$ cat src/rtl/uart_rx.sv
// rtl/uart_rx.sv - oversampling UART receiver with start-bit qualification and frame-error detection
module uart_rx #(
    parameter int DATA_BITS  = 8,
    parameter int OVERSAMPLE = 16
) (
    input  logic                 clk,
    input  logic                 rst_n,
    input  logic                 baud_clk,
    input  logic                 rxd,
    output logic [DATA_BITS-1:0] data,
    output logic                 data_valid,
    output logic                 frame_error,
    output logic                 busy
);

    localparam int CNT_W = $clog2(OVERSAMPLE);
    localparam int BIT_W = (DATA_BITS > 1) ? $clog2(DATA_BITS) : 1;

    localparam logic [CNT_W-1:0] CNT_HALF = CNT_W'(OVERSAMPLE / 2 - 1);
    localparam logic [CNT_W-1:0] CNT_FULL = CNT_W'(OVERSAMPLE - 1);
    localparam logic [CNT_W-1:0] CNT_ONE  = CNT_W'(1);
    localparam logic [BIT_W-1:0] BIT_LAST = BIT_W'(DATA_BITS - 1);
    localparam logic [BIT_W-1:0] BIT_ONE  = BIT_W'(1);

    typedef enum logic [2:0] {
        IDLE      = 3'd0,
        START     = 3'd1,
        DATA      = 3'd2,
        STOP      = 3'd3,
        WAIT_IDLE = 3'd4
    } state_t;

    state_t                 state, state_n;
    logic [CNT_W-1:0]       cnt, cnt_n;
    logic [BIT_W-1:0]       bit_idx, bit_idx_n;
    logic [DATA_BITS-1:0]   shift_reg, shift_reg_n;
    logic [DATA_BITS-1:0]   data_n;
    logic                   data_valid_n;
    logic                   frame_error_n;

    logic                   baud_q;
    logic                   tick;
    logic                   rxd_m;
    logic                   rxd_s;

    // baud_clk is already in the clk domain, so a single register finds its rising edge
    always_ff @(posedge clk or negedge rst_n) begin
        if (!rst_n) begin
            baud_q <= 1'b0;
        end else begin
            baud_q <= baud_clk;
        end
    end

    assign tick = baud_clk & ~baud_q;

    // Synchronizer resets to the idle line level so reset release never looks like a start bit
    always_ff @(posedge clk or negedge rst_n) begin
        if (!rst_n) begin
            rxd_m <= 1'b1;
            rxd_s <= 1'b1;
        end else begin
            rxd_m <= rxd;
            rxd_s <= rxd_m;
        end
    end

    always_ff @(posedge clk or negedge rst_n) begin
        if (!rst_n) begin
            state       <= IDLE;
            cnt         <= '0;
            bit_idx     <= '0;
            shift_reg   <= '0;
            data        <= '0;
            data_valid  <= 1'b0;
            frame_error <= 1'b0;
        end else begin
            state       <= state_n;
            cnt         <= cnt_n;
            bit_idx     <= bit_idx_n;
            shift_reg   <= shift_reg_n;
            data        <= data_n;
            data_valid  <= data_valid_n;
            frame_error <= frame_error_n;
        end
    end

    always_comb begin
        state_n       = state;
        cnt_n         = cnt;
        bit_idx_n     = bit_idx;
        shift_reg_n   = shift_reg;
        data_n        = data;
        data_valid_n  = 1'b0;
        frame_error_n = 1'b0;

        if (tick) begin
            case (state)
                IDLE: begin
                    if (!rxd_s) begin
                        state_n = START;
                        cnt_n   = '0;
                    end
                end

                // Re-check the line at mid start bit to reject glitches
                START: begin
                    if (cnt == CNT_HALF) begin
                        if (!rxd_s) begin
                            state_n   = DATA;
                            cnt_n     = '0;
                            bit_idx_n = '0;
                        end else begin
                            state_n = IDLE;
                        end
                    end else begin
                        cnt_n = cnt + CNT_ONE;
                    end
                end

                DATA: begin
                    if (cnt == CNT_FULL) begin
                        shift_reg_n = (shift_reg >> 1) |
                                      (DATA_BITS'(rxd_s) << (DATA_BITS - 1));
                        cnt_n       = '0;
                        if (bit_idx == BIT_LAST) begin
                            state_n   = STOP;
                            bit_idx_n = '0;
                        end else begin
                            bit_idx_n = bit_idx + BIT_ONE;
                        end
                    end else begin
                        cnt_n = cnt + CNT_ONE;
                    end
                end

                STOP: begin
                    if (cnt == CNT_FULL) begin
                        cnt_n = '0;
                        if (rxd_s) begin
                            data_n       = shift_reg;
                            data_valid_n = 1'b1;
                            state_n      = IDLE;
                        end else begin
                            frame_error_n = 1'b1;
                            state_n       = WAIT_IDLE;
                        end
                    end else begin
                        cnt_n = cnt + CNT_ONE;
                    end
                end

                // A break holds the line low; only a return to idle re-arms the receiver
                WAIT_IDLE: begin
                    if (rxd_s) begin
                        state_n = IDLE;
                    end
                end

                default: begin
                    state_n = IDLE;
                end
            endcase
        end
    end

    assign busy = (state != IDLE);

endmodule

$ cat config.mk
export PLATFORM = sky130hd
export DESIGN_NAME = uart_rx
export DESIGN_NICKNAME = d
export VERILOG_FILES = /design/src/rtl/uart_rx.sv
export SDC_FILE = /design/constraint.sdc
export NUM_CORES = 1
export LEC_CHECK = 0
export CORE_MARGIN = 2
export CORE_UTILIZATION = 50
export CTS_CLUSTER_DIAMETER = 40
export DETAILED_ROUTE_END_ITERATION = 8
export PLACE_DENSITY = 0.7
export SLEW_MARGIN = 30
export SYNTH_ARGS = -nofsm -noshare
export SYNTH_HDL_FRONTEND = slang
export SYNTH_SLANG_ARGS = --single-unit
$ cat constraint.sdc
create_clock -name clk -period 2.2 [get_ports clk]
set_clock_uncertainty 0.1 [all_clocks]
set_input_delay 0.33 -clock clk [delete_from_list [all_inputs] [get_ports clk]]
set_output_delay 0.33 -clock clk [all_outputs]
set_load 0.1 [all_outputs]
==> flow_summary_export.csv <==
group,metric,value,unit
pwr,p_leak,0.000852,uW
global_route,grt_start_max_net_pins,32,
drt,drt.antenna.violating_nets,0,
clock_tree,cts_setup_buffers,0,
global_route,grt.overflow.total,0,
timing,fin_worst_hold_slack,0.263,ns
synth,async_flop_share,100,%
drt,wl_per_cell,14.4,um
synth,ys_seq_area_share,54.1,%
timing,period_share,92.1,%
clock_tree,cts_hold_buf,0,
die,die_h,57.6,um
pwr,finalPower,1550,uW
final_layout,finalNonFillerCells,168,
timing,rsz0062_at_grt,"false",
timing,clock.fmax,494,MHz
final_layout,nets,143,
timing,finalSetupViolCount,0,
clock_tree,cts_resized,0,
die,core-area,0.00273,mm2
drt,detail_route.first_pass.iterations,4,
pwr,peakVddDrop,0.781,mV
worst_setup_path,critPathKind,"register to register",
pwr,powerDensity,934,mW/mm2
timing,min_period,2.03,ns
die,die_w,57.6,um
synth,ys_ff_latch,31,
clock_tree,cts_num_sinks,31,
clock_tree,clkTransAtPathRegs,0.09,ns
clock_tree,cts_tree,"built",
synth,synth.lib_cells_used.distinct,36,
drt,via_count,943,
place,place_area,0.00161,mm2
die,die_area,0.00332,mm2
worst_setup_path,worstPathArrival,2.15,ns
clock_tree,cts_made_buffers,5,
drt,drt-initial-drc-count,31,
synth,syn_inst,114,
place,port_buffers,14,
clock_tree,cts_buffer_depth,2,
drt,drc,0,
synth,syn_area_per_cell,12.6,um2
global_route,grt_antenna_before_repair,0,
timing,worstMarginPinSlew,0.381,ns
worst_setup_path,worst_setup_path_end_kind,"register",
worst_setup_path,worstPathMaxFanout,9,
outcome,status,"finished clean",
global_route,grt_pass1_vias,872,
final_layout,antenna_cells,0,
place,placedCellCount,160,
timing,finalSetupTns,0,ns
final_layout,final_common_cell,"dfrtp_1",
synth,synth_nets,121,
final_layout,layout.cells.most_common_list,"dfrtp_1 (29), buf_4 (16), mux2_2 (9)",
final_layout,design_area,0.00166,mm2
worst_setup_path,start_kind,"register",
run,cap_violations,0,
drt,finalWirelength,2.42,mm
final_layout,drive_gt1_share,33.6,%
place,gp_congestion,0.789,
die,std_cell_rows,19,
timing,max_slew_margin,74.6,%
worst_setup_path,crit_required,2.32,ns
synth,synth_edf_count,0,
hold_path,hold_path.class,"register to register",
clock_tree,cts_max_level,2,
global_route,grt_usage,16.7,%
global_route,grt_pass1_wl,4.13,mm
die,start_util,52.6,%
final_layout,syn2layout_area_growth,15.6,%
die,io_pins,15,
synth,yosysWarnings,0,
timing,hold_viol_final,0,
drt,viasPerCell,5.61,
timing,slew_viol_final,0,
clock_tree,clk_latency,0.33,ns
place,dp_hpwl,1.71,mm
clock_tree,cts_root_buf,"clkbuf_4",
synth,synth-main-ff-cell,"dfrtp_1",
synth,netlist_area,0.00144,mm2
## kinds of logic after synthesis
| group | count (synthesis) | synth area share, % |
|---|---|---|
| AOI/OAI and AO/OA | 16 | 8.70 |
| adders and majority gates | 3 | 2.61 |
| DFF | 31 | 54.1 |
| and+or+nand+nor | 33 | 13.6 |
| muxes | 21 | 18.2 |
| buffers and inverters | 10 | 2.87 |
## power by group
group,leakage [uW],switching [uW],internal (uW)
combinational,0.000414,274,201
clock,0.0000282,194,123
sequential,0.000410,114,647
total,0.000852,582,970
## synth_stat cells (all sizes together) (3+ instances only)
library cell | instances | area [um2]
ha | 3 | 37.5
nand2 | 8 | 30.0
inv | 6 | 22.5
buf | 3 | 15.0
nand2b | 3 | 18.8
mux2 | 17 | 221
a22o | 3 | 26.3
o21ai | 3 | 15.0
dfrtp | 29 | 726
mux2i | 4 | 40.0
nor2 | 8 | 46.3
## routing by layer
| metal | routed length [um] | track usage [%] | up-vias |
|---|---|---|---|
| met5 | 0 | 0 | - |
| met4 | 54 | 7.97 | 0 |
| met3 | 153 | 6.03 | 7 |
| met2 | 1050 | 23.1 | 30 |
| met1 | 1170 | 23.5 | 459 |
| li1 | - | - | 447 |
## cell type report
type	instances	area, um2
Fill cell	218	1070
Sequential cell	31	778
Multi-Input combinational cell	73	619
Timing Repair Buffer	19	150
Clock buffer	6	41.3
Tap cell	31	38.8
Inverter	6	22.5
Clock inverter	2	12.5
## per-stage QoR
step | util [%] | setup slack (ns)
2_1_floorplan | - | 0.325
3_3_place_gp | 58.9 | 0.125
3_5_place_dp | 58.9 | 0.0843
4_1_cts | 60.8 | 0.178
5_1_grt | 60.8 | 0.118
6_report | 60.8 | 0.175
## final timing paths
path / from / end / slack [ns] / depth (start not counted)
hold reg to reg: rxd_m / rxd_s / 0.26 / 0
setup / recovery: cnt[0] / data[6] / 0.17 / 5
min in group asynchronous: rst_n / frame_error / 0.27 / 2
hold / removal: rxd_m / rxd_s / 0.26 / 0
max in group asynchronous: rst_n / rxd_s / 1.41 / 2
setup reg to reg: cnt[0] / data[6] / 0.17 / 5
## worst max-delay path: stages, from the launching register on
cell     delay [ns]
dfrtp_1        0.41
ha_1           0.25
nand3_2        0.15
or3_4          0.46
nor2_8         0.23
mux2_4         0.32
(Power assumes the default switching activity.)
